File: config.mk
export PLATFORM = sky130hd
export DESIGN_NAME = patch_scheduler
export DESIGN_NICKNAME = d
export VERILOG_FILES = /design/src/rtl/patch_scheduler.sv
export SDC_FILE = /design/constraint.sdc
export NUM_CORES = 1
export LEC_CHECK = 0
export ABC_AREA = 0
export BUFFER_PORTS_ARGS = -buffer_cell sky130_fd_sc_hd__buf_2
export CAP_MARGIN = 20
export CELL_PAD_IN_SITES_DETAIL_PLACEMENT = 0
export CELL_PAD_IN_SITES_GLOBAL_PLACEMENT = 2
export CORE_MARGIN = 8
export CORE_UTILIZATION = 34
export DETAILED_ROUTE_END_ITERATION = 8
export GPL_TIMING_DRIVEN = 0
export PLACE_DENSITY = 0.85
export SLEW_MARGIN = 20
export SYNTH_ARGS = -nofsm -noshare
export SYNTH_HDL_FRONTEND = slang
export SYNTH_SLANG_ARGS = --single-unit
File: constraint.sdc
create_clock -name clk -period 3.2 [get_ports clk]
set_input_delay 0 -clock clk [delete_from_list [all_inputs] [get_ports clk]]
set_output_delay 0 -clock clk [all_outputs]
set_load 0.01 [all_outputs]
File: src/rtl/patch_scheduler.sv
// Walks a row-major image buffer in patch order; first beat 2 cycles after first rd_en, then 1 beat/cycle.
// Backpressure: out_ready low holds the head beat and throttles reads so held+inflight never exceeds 2.
module patch_scheduler #(
  parameter int IMG_WIDTH       = 16,
  parameter int IMG_HEIGHT      = 16,
  parameter int PATCH_SIZE      = 4,
  parameter int PATCH_SIZE_LOG2 = 2,
  parameter int PIXEL_WIDTH     = 24,
  parameter int ADDR_WIDTH      = 8,
  parameter int PATCH_IDX_WIDTH = 4,
  parameter int POS_IDX_WIDTH   = 4
) (
  input  logic                       clk,
  input  logic                       reset,
  input  logic                       en,
  input  logic                       output_taken,
  output logic [2:0]                 state,
  output logic                       rd_en,
  output logic [ADDR_WIDTH-1:0]      rd_addr,
  input  logic [PIXEL_WIDTH-1:0]     rd_data,
  output logic                       out_valid,
  input  logic                       out_ready,
  output logic [PIXEL_WIDTH-1:0]     out_pixel,
  output logic [PATCH_IDX_WIDTH-1:0] out_patch_idx,
  output logic [POS_IDX_WIDTH-1:0]   out_pos_idx,
  output logic                       out_patch_last,
  output logic                       out_frame_last
);
  localparam int L          = PATCH_SIZE_LOG2;
  localparam int PATCH_COLS = IMG_WIDTH / PATCH_SIZE;
  localparam int PATCH_ROWS = IMG_HEIGHT / PATCH_SIZE;

  localparam logic [L-1:0]          POS_MAX = L'(PATCH_SIZE - 1);
  localparam logic [ADDR_WIDTH-1:0] PC_MAX  = ADDR_WIDTH'(PATCH_COLS - 1);
  localparam logic [ADDR_WIDTH-1:0] PR_MAX  = ADDR_WIDTH'(PATCH_ROWS - 1);

  typedef enum logic [2:0] {
    IDLE  = 3'd0,
    RUN   = 3'd1,
    DRAIN = 3'd2,
    DONE  = 3'd3
  } state_t;

  typedef struct packed {
    logic [PATCH_IDX_WIDTH-1:0] patch_idx;
    logic [POS_IDX_WIDTH-1:0]   pos_idx;
    logic                       patch_last;
    logic                       frame_last;
  } meta_t;

  typedef struct packed {
    logic [PIXEL_WIDTH-1:0] pixel;
    meta_t                  meta;
  } beat_t;

  state_t                     state_q, state_d;
  logic [L-1:0]               i_q, j_q;
  logic [ADDR_WIDTH-1:0]      pr_q, pc_q;
  logic [PATCH_IDX_WIDTH-1:0] patch_q;
  logic                       inflight_q;
  meta_t                      meta_inflight_q;
  beat_t                      buf_q [2];
  logic [1:0]                 held_q;

  meta_t                 issue_meta;
  beat_t                 new_beat;
  logic                  i_wrap, j_wrap, pc_wrap, pr_wrap;
  logic                  pop, push;
  logic [2:0]            occ;
  logic [ADDR_WIDTH-1:0] row, col;

  assign j_wrap  = (j_q == POS_MAX);
  assign i_wrap  = (i_q == POS_MAX);
  assign pc_wrap = (pc_q == PC_MAX);
  assign pr_wrap = (pr_q == PR_MAX);

  assign row     = (pr_q << L) | ADDR_WIDTH'(i_q);
  assign col     = (pc_q << L) | ADDR_WIDTH'(j_q);
  assign rd_addr = ADDR_WIDTH'(row * IMG_WIDTH + col);

  always_comb begin
    issue_meta            = '0;
    issue_meta.patch_idx  = patch_q;
    issue_meta.pos_idx    = POS_IDX_WIDTH'({i_q, j_q});
    issue_meta.patch_last = i_wrap && j_wrap;
    issue_meta.frame_last = pr_wrap && pc_wrap && i_wrap && j_wrap;
  end

  assign out_valid = (held_q != 2'd0);
  assign pop       = out_valid && out_ready;
  assign push      = inflight_q;
  assign new_beat  = {rd_data, meta_inflight_q};
  // Occupancy the buffer would reach if every read already issued lands
  assign occ       = {1'b0, held_q} - {2'b0, pop} + {2'b0, inflight_q};

  always_comb begin
    state_d = state_q;
    rd_en   = 1'b0;
    case (state_q)
      IDLE:  if (en) state_d = RUN;
      RUN: begin
        rd_en = (occ < 3'd2);
        if (rd_en && issue_meta.frame_last) state_d = DRAIN;
      end
      DRAIN: if (pop && buf_q[0].meta.frame_last) state_d = DONE;
      DONE:  if (output_taken) state_d = IDLE;
      default: state_d = IDLE;
    endcase
  end

  always_ff @(posedge clk) begin
    if (!reset) state_q <= IDLE;
    else        state_q <= state_d;
  end

  always_ff @(posedge clk) begin
    if (!reset) begin
      i_q     <= '0;
      j_q     <= '0;
      pc_q    <= '0;
      pr_q    <= '0;
      patch_q <= '0;
    end else if (rd_en) begin
      if (j_wrap) begin
        j_q <= '0;
        i_q <= i_q + 1'b1;
        if (i_wrap) begin
          i_q     <= '0;
          patch_q <= issue_meta.frame_last ? '0 : patch_q + 1'b1;
          pc_q    <= pc_wrap ? '0 : pc_q + 1'b1;
          if (pc_wrap) pr_q <= pr_wrap ? '0 : pr_q + 1'b1;
        end
      end else begin
        j_q <= j_q + 1'b1;
      end
    end
  end

  // Head entry always lives in buf_q[0]; a pop shifts the second entry forward
  always_ff @(posedge clk) begin
    if (!reset) begin
      inflight_q      <= 1'b0;
      meta_inflight_q <= '0;
      held_q          <= 2'd0;
      buf_q[0]        <= '0;
      buf_q[1]        <= '0;
    end else begin
      inflight_q      <= rd_en;
      meta_inflight_q <= issue_meta;
      case ({push, pop})
        2'b10: begin
          if (held_q == 2'd0) buf_q[0] <= new_beat;
          else                buf_q[1] <= new_beat;
          held_q <= held_q + 1'b1;
        end
        2'b01: begin
          buf_q[0] <= buf_q[1];
          held_q   <= held_q - 1'b1;
        end
        2'b11: begin
          if (held_q == 2'd1) begin
            buf_q[0] <= new_beat;
          end else begin
            buf_q[0] <= buf_q[1];
            buf_q[1] <= new_beat;
          end
        end
        default: ;
      endcase
    end
  end

  assign state          = state_q;
  assign out_pixel      = buf_q[0].pixel;
  assign out_patch_idx  = buf_q[0].meta.patch_idx;
  assign out_pos_idx    = buf_q[0].meta.pos_idx;
  assign out_patch_last = buf_q[0].meta.patch_last;
  assign out_frame_last = buf_q[0].meta.frame_last;

endmodule

== Yosys cells after proc, flatten, opt, wreduce, memory -nomap -nowiden ==
Memories as Yosys holds them, arrays and structs flattened.
Cells that the tools add are included.
Widths: inputs -> output; s select.
Operators by class
  $lt $le $gt $ge: 1
  reduce and logical (&&, ||, !) cells: 15
  bitwise operators: 8
  add/subtract/negate cells: 10
  eq/ne operators: 15
  multiplexer cells: 38
Operator list (count)
  $mux 34: 6
  $mux 1: 21
  $add 8x1->8 const B: 2
  $eq 8x2->1 const B: 2
  $mux 8: 2
  $mux 3: 4
  $pmux 3 s4: 1
  $add 8x8->8: 1
  $eq 2x2->1 const B: 4
  $ne 2x2->1 const B: 4
  $or 8x2->8: 1
  $reduce_and 4->1: 2
  $logic_and 1x1->1: 7
  $add 2x1->2 const B: 3
  $eq 3x2->1 const B: 2
  $or 1x1->1: 6
  $add 4x1->4 const B: 1
  $eq 2x1->1 const B: 2
  $mux 2: 2
  $mux 4: 1
  $or 4x2->4: 1
  $pmux 2 s2: 1
  $reduce_bool 2->1: 2
  $add 3x1->3: 1
  8 further kinds: 8
Word-level totals
  bits in registers: 40
  word-level logic and storage cells: 100
  RAM bits: 68
  memories: 1
Memories
  buf_q: depth 2, width 34, read ports 2, clocked after Yosys merged registers in 0, write ports 2, RTL line 62  | beat_t buf_q [2];

== Depth between registers and ports, before layout ==
  depth after elaboration: 10
  gate-level depth with buffers: 12
  depth with buffers taken out: 10

== Least setup slack after synthesis ==
OpenSTA, ideal clock, no wires.
  kind: reg2reg
  start point: register held_q[1]
  end point: register pr_q[5]
  setup time: 0.070 ns
  arrival time: 3.087 ns
  required time: 3.130 ns
  cell stages (with the launch flop): 12
  path buffers: 1
  path slack: 0.043 ns
  path through: dfxtp_1 -> inv_1 -> ha_1 -> nand2b_1 -> clkbuf_1 -> xnor2_1 -> nand2_1 -> fa_1 -> xor2_1 -> or4_4 -> or4_1 -> a21oi_1
Between the ends
  cells in the longest elaborated chain, start to end: 7
Ends and longest elaborated chain
  start, declared: RTL line 63  | logic [1:0] held_q;
  start signal, assigned: RTL line 154  | held_q <= held_q + 1'b1;
  start signal, assigned: RTL line 158  | held_q <= held_q - 1'b1;
  $reduce_bool 2->1: RTL line 89  | assign out_valid = (held_q != 2'd0);
  $logic_and 1x1->1: RTL line 90  | assign pop = out_valid && out_ready;
  $sub 2x1->3 *: RTL line 94  | assign occ = {1'b0, held_q} - {2'b0, pop} + {2'b0, inflight_q};
  $add 3x1->3 *: RTL line 94
  $lt 3x2->1 *: RTL line 102  | rd_en = (occ < 3'd2);
  $mux 1 *: RTL line 99  | case (state_q)
  $reduce_and 4->1 (no source line) *
  end signal, assigned: RTL line 131  | if (pc_wrap) pr_q <= pr_wrap ? '0 : pr_q + 1'b1;
  end, declared: RTL line 58  | logic [ADDR_WIDTH-1:0] pr_q, pc_q;
Mark *: on every way between the ends. The rest lies on a longest branch, timed or not.
A chain may end at the register's enable or synchronous reset.

== Worst setup path after layout ==
  start point: register held_q[0]
  end point: register pr_q[7]
The elaborated chain is that of the path after synthesis.

==> results.py <==
metrics = {
    "outcome": {
        "run_status": "complete, no violations",
    },
    "floorplanning": {
        "initial_utilization_pct": 34.8,
        "fp_rows": 43,
        "die-area_um2": 18300,
        "design.core.area_um2": 13900,
        "die_width_um": 135,
        "ioPinCount": 76,
        "dieHeight_um": 135,
    },
    "timing": {
        "clock-skew-final_ps": 8.81,
        "setup_viol": 0,
        "rsz0062_at_grt": "false",
        "postLayoutSetupSlackWorst_ps": 143,
        "slew-limit-headroom_pct": 40.1,
        "fmax_mhz": 327,
        "worst_pin_slew_ps": 893,
        "final_period_minus_worst_setup_slack_ps": 3060,
        "hold_violations": 0,
        "max_transition_viols_final": 0,
        "finalSetupTns_ps": 0,
        "period_share_pct": 95.5,
    },
    "setup_path": {
        "setup.worst_path.class": "flip-flop to flip-flop",
        "crit_path_max_fanout": 6,
        "crit-reg2reg-capture": "pr_q[7]",
        "r2r_setup_slack_ps": 140,
        "startpoint_class_of_the_critical_path": "flip-flop",
        "worstPathArrival_ps": 3340,
        "reg2reg_depth": 10,
        "timing.critical_path.required_ps": 3480,
        "worstSetupEndpointType": "flip-flop",
        "rr_startpoint": "held_q[0]",
    },
    "clocking": {
        "cts_sinks": 107,
        "cts_root_buf": "clkbuf_16",
        "max-clock-path-buffers": 2,
        "tritoncts": "done",
        "clk_transition_reported_paths_ps": 80,
        "cts-htree-levels": 3,
        "cts_buffers": 9,
        "insertion_delay_to_the_later_sink_of_the_worst_skew_pair_ps": 340,
    },
    "yosys": {
        "number_of_enable_flip_flop_cells_after_synthesis": 68,
        "yosys.cell_count.top_type": "edfxtp_1",
        "asyncSetResetFlopFracSynth_pct": 0,
        "synth.cell_area_um2": 4830,
        "syn_area_per_cell_um2": 12.0,
        "syn-instance-count": 403,
        "ys_top_cells_by_count": "edfxtp_1 (68), and2_1 (44), dfxtp_1 (39), buf_4 (37), a22o_1 (34)",
        "synth_sequential_area_ratio_pct": 58.5,
        "ys.flop_type": "edfxtp_1",
        "mappedNetlistNets": 448,
        "yosys_warnings": 0,
        "synth_top_area_share_pct": 42.3,
        "yosysUniqueCellTypes": 44,
        "most_area_consuming_cells_after_synthesis": "edfxtp_1 (42%), dfxtp_1 (16%), a22o_1 (6.2%), buf_4 (5.8%), and2_1 (5.7%)",
        "synth.largest_area_cell": "edfxtp_1",
        "synth-seq-cells": 107,
    },
    "global_route": {
        "first_global_vias": 3321,
        "largest_net_degree_at_the_start_of_global_routing": 35,
        "globalRouteMet3Util_pct": 3.67,
        "grt-ovfl-total": 0,
        "grtUsageMet1_pct": 13.4,
        "gr-usage-all-layers_pct": 11.1,
        "highest_utilization_routing_layer_at_the_global_route_stage": "met2",
        "met2_use_gr_pct": 18.6,
        "first_pass_grt_wire_length_um": 16400,
        "antenna_found_initial": 0,
    },
    "worst_hold_path": {
        "instance_count_along_the_most_critical_hold_path": 4,
        "hold_end": "held_q[1]",
        "hp_class": "primary input to flip-flop",
        "hp-start": "out_ready",
    },
    "routing": {
        "drt_pass1_iterations": 4,
        "antenna_left": 0,
        "drt_first_iter_violations": 181,
        "route.detailed.vias_per_inst": 4.63,
        "remaining_drc_errors": 0,
        "drt-total-wl_um": 9910,
        "num_vias": 3286,
        "route.detailed.wl_per_inst_um": 14.0,
    },
    "placed_design": {
        "portBuffers": 74,
        "globalplace.congestion": 0.778,
        "hpwl_um": 7240,
        "placement.setup.worst_slack_ps": -355,
    },
    "layout": {
        "antenna_cells": 0,
        "finish.net_count": 569,
        "area_growth_syn_to_layout_pct": 26.4,
        "drive_above_1_share_pct": 28.7,
    },
    "flow_run": {
        "max_capacitance_violation_count": 0,
    },
    "pwr": {
        "leakagePower_uw": 0.00255,
        "ir_drop_mv": 0.284,
        "power.density_cell_area_nw_per_um2": 652,
    },
}
[cell type report]
type / instances / area (um2)
plain buffers: 51 / 334
clock buffers: 9 / 225
clock inverters: 7 / 70.1
fillers: 1296 / 7780
inverters: 13 / 48.8
multi-input cells: 231 / 1660
flip-flops and latches: 107 / 2830
well taps: 180 / 225
repair buffers: 111 / 711
[layer usage]
| layer | part of all wire, % | vias up |
|---|---|---|
| met5 | 0 | - |
| met3 | 6.7 | 8 |
| met4 | 0.72 | 0 |
| met1 | 45 | 1535 |
| met2 | 48 | 70 |
| li1 | - | 1673 |
[flip-flops by register name (all words and copies together), names as in the netlist]
| register | flops |
|---|---|
| pr_q | 8 |
| held_q | 2 |
| state | 2 |
| meta_inflight_q | 10 |
| i_q | 2 |
| buf_q | 68 |
| patch_q | 4 |
| j_q | 2 |
| inflight_q | 1 |
| pc_q | 8 |
[metrics by stage]
stage	cells	total power, uW	cell area, um2	hold WS, ps	util (%)
after floorplan	403	2470	4830	151	-
after global placement	657	2770	5420	300	39.1
after detailed placement	662	2810	5460	303	39.3
after CTS	703	3970	6040	98.8	43.5
after global routing	709	4200	6100	162	44.0
final	709	3980	6100	112	44.0
[critical path, stage by stage (launching register included)]
cell and delay [ps]:
dfxtp_4 360, inv_1 40, ha_1 200, nand2b_4 190, xnor2_4 190, nand2_2 90
fa_2 620, nand4_1 140, or4_4 490, or4_1 510, a21oi_1 140
[timing repair]
item	CTS	global route
hold endpoints to repair	50	0
resized for setup	8	5
endpoints found under the setup margin	24	12
setup buffers	1	6
pin swaps	1	4
hold buffers	25	0
[report_power, final]
group | switching (uW) | internal [uW] | total [uW]
logic | 556 | 534 | 1090
registers | 77.9 | 1720 | 1800
clock network | 537 | 555 | 1090
[how the worst max path moves through the flow]
stage,start,end,slack (ps),depth (start not counted)
4_1_cts,held_q[1],pr_q[2],80,11
2_1_floorplan,held_q[1],pr_q[5],40,11
3_5_place_dp,held_q[1],pc_q[7],-360,11
5_1_grt,held_q[0],pr_q[2],2,11
6_report,held_q[0],pr_q[7],140,10
3_3_place_gp,held_q[1],buf_q[0][10],-270,4
[cell families after synthesis]
kind of cell             count (synthesis)  synth area share, %
AO/OA/AOI/OAI                           69                 10.7
XOR/XNOR                                14                 2.54
adder cells (fa/ha/maj)                 16                 4.46
buffers and inverters                   65                 7.96
flip-flops                             107                 58.5
multiplexers                             5                 1.04
other                                    1               0.0777
AND/OR/NAND/NOR                        126                 14.8
[cells in the final DEF, fill, tap and decap left out, types with 2 or more instances in the layout]
master,n
nor3_1,2
xor2_1,6
and3_1,2
inv_1,13
mux2i_1,5
nor2_1,19
edfxtp_1,68
a211oi_1,2
dlygate4sd3_1,25
nor2b_1,2
ha_1,14
a21oi_1,15
nand3_1,11
o31ai_1,4
a22o_1,34
dfxtp_4,2
xnor2_1,6
or4_1,4
clkbuf_16,9
or3_1,9
or4_4,2
buf_4,50
dfxtp_1,37
nand2_1,16
inv_8,4
o21ai_0,6
nand4_1,6
buf_2,74
clkbuf_1,13
and2_1,44
(Power assumes the default switching activity.)
